--- config.mk ---
export PLATFORM = sky130hd
export DESIGN_NAME = elevator_button_conditioner_flat
export DESIGN_NICKNAME = d
export VERILOG_FILES = /design/src/rtl/elevator_button_conditioner_pkg.sv /design/src/rtl/elevator_button_conditioner_if.sv /design/src/rtl/elevator_button_conditioner_debounce.sv /design/src/rtl/elevator_button_conditioner.sv /design/src/flat_wrapper.sv
export SDC_FILE = /design/constraint.sdc
export NUM_CORES = 1
export LEC_CHECK = 0
export ABC_AREA = 1
export CAP_MARGIN = 20
export CORE_MARGIN = 8
export CORE_UTILIZATION = 55
export DETAILED_ROUTE_END_ITERATION = 12
export PLACE_DENSITY = 0.79
export RECOVER_POWER = 25
export REMOVE_ABC_BUFFERS = 1
export SYNTH_ARGS = -nofsm -noshare
export SYNTH_HDL_FRONTEND = slang
export SYNTH_HIERARCHICAL = 1
export SYNTH_SLANG_ARGS = --single-unit
--- constraint.sdc ---
create_clock -name clk -period 4 [get_ports clk]
set_clock_uncertainty 0.15 [all_clocks]
set_input_delay 1.2 -clock clk [delete_from_list [all_inputs] [get_ports clk]]
set_output_delay 1.2 -clock clk [all_outputs]
set_load 0.05 [all_outputs]
--- src/rtl/elevator_button_conditioner_pkg.sv ---
// -----------------------------------------------------------------------------
// elevator_pkg
// Shared constants for the 2-car, 7-floor elevator design, and a small helper
// for sizing counters.
// -----------------------------------------------------------------------------
package elevator_pkg;

  localparam int unsigned NUM_FLOORS = 7;
  localparam int unsigned HALL_BTN_W = 12;
  localparam int unsigned CAR_BTN_W  = 9;
  localparam int unsigned NUM_CARS   = 2;

  // Bits needed to hold 0..n-1. Never returns less than 1, so a
  // divide-by-1 prescaler still gets a legal one-bit counter.
  function automatic int unsigned cnt_width(input int unsigned n);
    return (n > 1) ? $clog2(n) : 1;
  endfunction

endpackage

--- src/rtl/elevator_button_conditioner_if.sv ---
// -----------------------------------------------------------------------------
// elevator_button_conditioner_if
// Groups the raw push-button lines and the conditioned press pulses that
// travel between the button panels, the conditioner and the controller.
//   master : drives raw buttons, observes the press pulses
//   slave  : the conditioner; reads raw buttons, drives the press pulses
// Car panel buttons are numbered [9:1] to match the controller's naming.
// -----------------------------------------------------------------------------
interface elevator_button_conditioner_if;
  import elevator_pkg::*;

  logic [HALL_BTN_W-1:0] rawRealFloorButton;
  logic [CAR_BTN_W:1]    rawInternalButton1;
  logic [CAR_BTN_W:1]    rawInternalButton2;
  logic [HALL_BTN_W-1:0] newRealFloorButton;
  logic [CAR_BTN_W:1]    newInternalButton1;
  logic [CAR_BTN_W:1]    newInternalButton2;

  modport master (
    output rawRealFloorButton, rawInternalButton1, rawInternalButton2,
    input  newRealFloorButton, newInternalButton1, newInternalButton2
  );

  modport slave (
    input  rawRealFloorButton, rawInternalButton1, rawInternalButton2,
    output newRealFloorButton, newInternalButton1, newInternalButton2
  );

endinterface

--- src/rtl/elevator_button_conditioner_debounce.sv ---
// -----------------------------------------------------------------------------
// button_debounce
// One button channel: 2-flop synchroniser, tick-based debounce counter,
// accepted level and a registered one-cycle rising-edge pulse.
//   clk   : system clock
//   reset : asynchronous, active-low
//   tick  : debounce sample strobe from the shared prescaler
//   raw   : raw asynchronous button line, active-high
//   pulse : one-cycle pulse when the accepted level goes 0->1
// -----------------------------------------------------------------------------
module button_debounce #(
  parameter int unsigned DEBOUNCE_TICKS = 16
) (
  input  logic clk,
  input  logic reset,
  input  logic tick,
  input  logic raw,
  output logic pulse
);

  localparam int unsigned CNT_W = $clog2(DEBOUNCE_TICKS) + 1;
  localparam logic [CNT_W-1:0] CNT_LAST = CNT_W'(DEBOUNCE_TICKS - 1);

  logic             s1_q, s2_q;
  logic             stable_q, stable_d;
  logic [CNT_W-1:0] cnt_q, cnt_d;
  logic             p_q, p_d;

  always_comb begin
    cnt_d    = cnt_q;
    stable_d = stable_q;
    if (tick) begin
      // Any agreeing sample throws away the partial count, so bounce
      // shorter than DEBOUNCE_TICKS ticks never moves the accepted level.
      if (s2_q == stable_q) begin
        cnt_d = '0;
      end else if (cnt_q == CNT_LAST) begin
        stable_d = s2_q;
        cnt_d    = '0;
      end else begin
        cnt_d = cnt_q + CNT_W'(1);
      end
    end
    // Press only; releases are silent.
    p_d = stable_d & ~stable_q;
  end

  always_ff @(posedge clk or negedge reset) begin
    if (!reset) begin
      s1_q     <= 1'b0;
      s2_q     <= 1'b0;
      stable_q <= 1'b0;
      cnt_q    <= '0;
      p_q      <= 1'b0;
    end else begin
      s1_q     <= raw;
      s2_q     <= s1_q;
      stable_q <= stable_d;
      cnt_q    <= cnt_d;
      p_q      <= p_d;
    end
  end

  assign pulse = p_q;

endmodule

--- src/rtl/elevator_button_conditioner.sv ---
// -----------------------------------------------------------------------------
// elevator_button_conditioner
// Synchronises and debounces all 30 hall/car push-buttons and emits one-cycle
// press pulses that feed the elevator controller bit-for-bit.
//   clk   : system clock, all state on the rising edge
//   reset : asynchronous, active-low
//   btn   : button bus (slave side) - raw buttons in, press pulses out
//   tick  : debounce sample strobe, one cycle in every TICK_DIV
// -----------------------------------------------------------------------------
module elevator_button_conditioner
  import elevator_pkg::*;
#(
  parameter int unsigned TICK_DIV       = 1000,
  parameter int unsigned DEBOUNCE_TICKS = 16
) (
  input  logic                          clk,
  input  logic                          reset,
  elevator_button_conditioner_if.slave  btn,
  output logic                          tick
);

  localparam int unsigned PCNT_W = cnt_width(TICK_DIV);
  localparam logic [PCNT_W-1:0] PCNT_LAST = PCNT_W'(TICK_DIV - 1);

  logic [PCNT_W-1:0] pcnt_q, pcnt_d;
  logic              tick_q, tick_d;

  // tick is registered as (pcnt == TICK_DIV-1) of the next state so it is
  // held low during reset even with TICK_DIV=1 and has no combinational path.
  always_comb begin
    pcnt_d = (pcnt_q == PCNT_LAST) ? '0 : pcnt_q + PCNT_W'(1);
    tick_d = (pcnt_d == PCNT_LAST);
  end

  always_ff @(posedge clk or negedge reset) begin
    if (!reset) begin
      pcnt_q <= '0;
      tick_q <= 1'b0;
    end else begin
      pcnt_q <= pcnt_d;
      tick_q <= tick_d;
    end
  end

  assign tick = tick_q;

  logic [HALL_BTN_W-1:0] hall_pulse;
  logic [CAR_BTN_W:1]    car1_pulse;
  logic [CAR_BTN_W:1]    car2_pulse;

  generate
    for (genvar gi = 0; gi < HALL_BTN_W; gi++) begin : g_hall
      button_debounce #(.DEBOUNCE_TICKS(DEBOUNCE_TICKS)) u_db (
        .clk   (clk),
        .reset (reset),
        .tick  (tick_q),
        .raw   (btn.rawRealFloorButton[gi]),
        .pulse (hall_pulse[gi])
      );
    end
    for (genvar gi = 1; gi <= CAR_BTN_W; gi++) begin : g_car
      button_debounce #(.DEBOUNCE_TICKS(DEBOUNCE_TICKS)) u_db1 (
        .clk   (clk),
        .reset (reset),
        .tick  (tick_q),
        .raw   (btn.rawInternalButton1[gi]),
        .pulse (car1_pulse[gi])
      );
      button_debounce #(.DEBOUNCE_TICKS(DEBOUNCE_TICKS)) u_db2 (
        .clk   (clk),
        .reset (reset),
        .tick  (tick_q),
        .raw   (btn.rawInternalButton2[gi]),
        .pulse (car2_pulse[gi])
      );
    end
  endgenerate

  assign btn.newRealFloorButton = hall_pulse;
  assign btn.newInternalButton1 = car1_pulse;
  assign btn.newInternalButton2 = car2_pulse;

endmodule

--- src/flat_wrapper.sv ---
// flat-port wrapper written by rule: the top's interface ports become plain ports
module elevator_button_conditioner_flat import elevator_pkg::*;
#(
  parameter int unsigned TICK_DIV       = 1000,
  parameter int unsigned DEBOUNCE_TICKS = 16
)
  (clk, reset, tick, btn_rawRealFloorButton, btn_rawInternalButton1, btn_rawInternalButton2, btn_newRealFloorButton, btn_newInternalButton1, btn_newInternalButton2);
  elevator_button_conditioner_if btn_i ();
  input  logic clk;
  input  logic reset;
  output logic tick;
  input wire logic [$bits(btn_i.rawRealFloorButton)-1:0] btn_rawRealFloorButton;
  input wire logic [$bits(btn_i.rawInternalButton1)-1:0] btn_rawInternalButton1;
  input wire logic [$bits(btn_i.rawInternalButton2)-1:0] btn_rawInternalButton2;
  output wire logic [$bits(btn_i.newRealFloorButton)-1:0] btn_newRealFloorButton;
  output wire logic [$bits(btn_i.newInternalButton1)-1:0] btn_newInternalButton1;
  output wire logic [$bits(btn_i.newInternalButton2)-1:0] btn_newInternalButton2;
  assign btn_i.rawRealFloorButton = btn_rawRealFloorButton;
  assign btn_i.rawInternalButton1 = btn_rawInternalButton1;
  assign btn_i.rawInternalButton2 = btn_rawInternalButton2;
  assign btn_newRealFloorButton = btn_i.newRealFloorButton;
  assign btn_newInternalButton1 = btn_i.newInternalButton1;
  assign btn_newInternalButton2 = btn_i.newInternalButton2;
  elevator_button_conditioner #(.TICK_DIV(TICK_DIV), .DEBOUNCE_TICKS(DEBOUNCE_TICKS)) u_core (.clk(clk), .reset(reset), .btn(btn_i), .tick(tick));
endmodule
==> results <==
- Counting I/O delays and the setup requirement, the final critical path takes approximately 3.4 ns.
- Of the total power, combinational logic draws 1.9%.
- Dividing the detail-routed wire length by the instance count gives between 10 and 15 um.
- The final reports fail on capacitance limit, slew limit.
- Data on the critical path is required at its endpoint by 2.65 ns.
- The initial core utilization is a little under three fifths.
- The clock latency at the later pin of the worst-skew pair is 0.54 ns.
- The overall power is 5.802 mW.
- The CTS tree is built.
- The Yosys warning count is 6.
- In this run the biggest area consumer among cell types represents 52.93% of the synthesized area.
- The floorplan die height is about 170 um.
- The count of pins over their slew limit is 84.
- The static power due to leakage is 7.956 nW.
- In this run the mean area of a mapped cell was just over 9 sq um.
- The number of core rows is 57.
- The first global-routing pass estimated 39.90 mm of wire.
- The die outline area is ~30,000 sq um.
- The library cell used most frequently in the layout, excluding fill and tap cells, is sky130_fd_sc_hd__dfrtp_1.
- CTS built an H-tree with a depth of 1.
- The count of different cell masters after synthesis is 18.
- Clock-pin slew was measured on the worst setup and hold paths at 0.06 ns.
- The buffer count from post-CTS setup fixing is 0.
- The half-perimeter wire length after placement is 15.39 mm.
- Routability-driven placement finished with a final weighted congestion of ~0.8.
- The number of antenna violations at the first check in global routing is 0.
- In the synthesized netlist, mux cells make up 0% of the area.
- The clock sink count is roughly 280.
- Data on the critical path arrives at its endpoint at between 2 and 2.5 ns.
- The xor-xnor portion of the synthesized cell area is under 10%.
- Leaving out filler cells and counting taps, the final layout contains about 1,900.
- In this run the horizontal extent of the chip is 171.4 um.
- The root buffer cell chosen for the clock tree is sky130_fd_sc_hd__clkbuf_16.
- The wire length reported by the detailed router is around 22 mm.
- The number of buffers on the longest clock path is 3.
- The type of the worst min-delay path is flip-flop to flip-flop.
- For this design the total switching power over the nets is roughly 1.2 mW.
- Net switching is 20.15% of the power.
- The share of synthesized cell area in full adder, half adder and majority cells is 3.014%.
- The sequential area share after synthesis is 52.93%.
- The library cells used most frequently in the layout, excluding fill and tap cells, are sky130_fd_sc_hd__dfrtp_1 (280), sky130_fd_sc_hd__nand2_1 (263), sky130_fd_sc_hd__inv_1 (198).
- In this run the power density over the cells is 378.2 nW/um^2.
- The critical-path maximum fanout is 28.
- The relative contribution of the clock network to total power is 48.2%.
- Counting both buffers and inverters, the worst setup path holds a total of 1.
- After technology mapping, the gate count stands at 1,437.
- The total inserted antenna cells is 0.
- The part of the cycle the worst path needs is 83.92%.
- In this run the tightest slew margin relative to its limit is -41.24%.
- The internal portion of the total power is 4.633 mW.
- The top achievable clock speed is 297.9 MHz.
- The hold violation count in the final report is 0.
- The synthesized flop and latch total is about 280.
- Setup violations remaining at the end of the flow were counted as 0.
- VDD sags by at most 0.3610 mV.
- Setup repair after global routing left no endpoint under its margin.
- The average via count per standard cell is 4.906.
- The dominant delay contributor by cell family on the critical path is buffers and inverters.
- Gates resized during post-CTS repair numbered 0.
- After floorplanning, the core was sized to cover 24,030 sq um.
- The number of global-route vias before repair came to about 9,400.
- TritonCTS created 30 clock buffers.
- The largest single stage delay on the critical path is 0.87 ns.
- The detail route stage leaves a number of antenna-violating nets equal to 0.
- In this run the cell area of the synthesized design comes to between 10,000 and 15,000 sq um.
- The I/O pin count is 63.
- By area the synthesized netlist is led by sky130_fd_sc_hd__dfrtp_1 (53%), sky130_fd_sc_hd__nand2_1 (7.4%), sky130_fd_sc_hd__inv_1 (5.6%), sky130_fd_sc_hd__nor2_4 (5.2%), sky130_fd_sc_hd__nor2_1 (4.5%).
- Detailed routing inserted a total of 9,233 vias.
- The max-cap check violation count is 1.
- The kind of start point of the critical path is a flip-flop.
- The critical setup path kind is flip-flop to primary output.
- The area growth from synthesis to layout is 15.48%.
- The run finished, with violations left.
- The sequential share of power is 49.9%.
- At the pin with the least slew margin, the transition time is 2.119 ns.
- The pin count of the biggest net entering global routing is around 110.
- After the first detailed-routing iteration, the DRC count stood at approximately 570.
- Summing the areas of all compound-gate instances in the mapped netlist gives 5.689% of the synthesized area.
- The standard cell with the maximum stage delay on the critical path is sky130_fd_sc_hd__clkdlybuf4s50_1.
- The share of layout cells above drive strength 1 is 17.14%.
- The first TritonRoute pass finished after 7 iterations.
- Once placement completed, the tool counted placed cells totaling 1,829.
- In the routed design, unresolved DRC markers number 0.
- The number of port buffers is 62.
- The global-route congestion overflow total is 0.
- STA classifies the critical path endpoint as a primary output.
- Hold repair after CTS inserted 0 buffers.
- In the final design database the tool counted 1,601 nets.
- The share of synthesized cell area in and, or, nand and nor gates is 29.91%.
- For this run, the total global-route usage over all layers was measured as 15.81%.
- The largest family of logic cells by synthesized area is simple AND/OR/NAND/NOR gates.
- Traced cell by cell, the critical path runs through clkdlybuf4s50_1.
- Of all cell types, the one taking the most synthesized area is sky130_fd_sc_hd__dfrtp_1.
[layer usage]
layer  GRT usage [%]  wire [um]  part of all wire, %
met5               0          0                    0
met4           3.592        402                  1.8
met3           2.823        743                  3.3
met2           29.09      11150                   50
met1           18.98       9970                   45
[logic make-up (layout without fill, tap and decap cells)]
family / after synthesis / in the layout
flip-flops: 281 / 281
adder cells (fa/ha/maj): 32 / 32
AND/OR/NAND/NOR: 744 / 744
XOR/XNOR: 30 / 30
buffers and inverters: 229 / 350
AO/OA/AOI/OAI: 121 / 121
[registers in the layout (all words and copies together), names as in the netlist, 9 cells and up]
register,flops
u_core/g_car.u_db2/pulse,9
u_core/g_car.u_db1/pulse,9
u_core/g_hall.u_db/pulse,12
u_core/g_hall.u_db/cnt_q,60
u_core/g_car.u_db2/cnt_q,45
u_core/g_car.u_db1/stable_q,9
u_core/g_car.u_db2/stable_q,9
u_core/g_hall.u_db/s2_q,12
u_core/g_car.u_db2/s1_q,9
u_core/g_car.u_db1/s2_q,9
u_core/g_hall.u_db/s1_q,12
u_core/g_hall.u_db/stable_q,12
u_core/g_car.u_db2/s2_q,9
u_core/pcnt_q,10
u_core/g_car.u_db1/cnt_q,45
u_core/g_car.u_db1/s1_q,9
[metrics by stage]
step / area [sq um] / utilization, % / hold slack (ns) / setup TNS, ns / setup slack [ns]
floorplan: 13280 / - / 0.1812 / -44.04 / -0.5520
global placement: 14390 / 59.87 / 0.1837 / 0 / 1.198
detailed placement: 14390 / 59.87 / 0.1847 / 0 / 1.201
CTS: 15400 / 64.06 / 0.1981 / 0 / 0.6124
global route: 15340 / 63.82 / 0.2034 / 0 / 0.5588
finish: 15340 / 63.82 / 0.1933 / 0 / 0.6431
[cell type report]
cell class,instances,area (sq um)
clock buffer,42,847.1
clock inverter,11,161.4
fill,1917,8695
inverter,229,859.6
multi-input combinational,927,5345
sequential,281,7036
tap,324,405.4
timing repair buffer,68,685.7
[Yosys cell counts]
library cell and count:
sky130_fd_sc_hd__dfrtp_1 281, sky130_fd_sc_hd__or2_2 1, sky130_fd_sc_hd__inv_1 198, sky130_fd_sc_hd__nor2_2 34
sky130_fd_sc_hd__xor2_1 30, sky130_fd_sc_hd__nand3_1 71, sky130_fd_sc_hd__nand2_2 63, sky130_fd_sc_hd__nand2_4 30
sky130_fd_sc_hd__nand4_1 62, sky130_fd_sc_hd__o21ai_0 31, sky130_fd_sc_hd__ha_1 32, sky130_fd_sc_hd__nand2_1 261
sky130_fd_sc_hd__o21ai_1 30, sky130_fd_sc_hd__o21bai_1 60, sky130_fd_sc_hd__nand4_2 1, sky130_fd_sc_hd__inv_2 31
sky130_fd_sc_hd__nor2_1 160, sky130_fd_sc_hd__nor2_4 61
[path summary, 6_finish.rpt]
kind / startpoint / end / slack, ns / depth (start not counted)
worst max-delay path: u_core/tick / tick / 0.64 / 1
worst min-delay path: u_core/g_car[6].u_db2/s1_q / u_core/g_car[6].u_db2/s2_q / 0.19 / 0
worst max register to register: u_core/tick / u_core/g_car[6].u_db1/cnt_q[2] / 1.66 / 4
worst min register to register: u_core/g_car[6].u_db2/s1_q / u_core/g_car[6].u_db2/s2_q / 0.19 / 0
max in group asynchronous: reset / u_core/tick / 1.10 / 1
min in group asynchronous: reset / u_core/g_car[4].u_db2/cnt_q[1] / 1.10 / 1
[power by group through the flow]
| stage | clock network (mW) | logic (mW) | registers (mW) |
|---|---|---|---|
| floorplan | 0 | 0.0236 | 2.94 |
| global placement | 0 | 0.121 | 2.94 |
| detailed placement | 0 | 0.123 | 2.95 |
| CTS | 2.88 | 0.123 | 2.89 |
| global route | 2.99 | 0.131 | 2.90 |
| finish | 2.80 | 0.111 | 2.89 |
No activity file was read; power rests on OpenSTA's default activity.
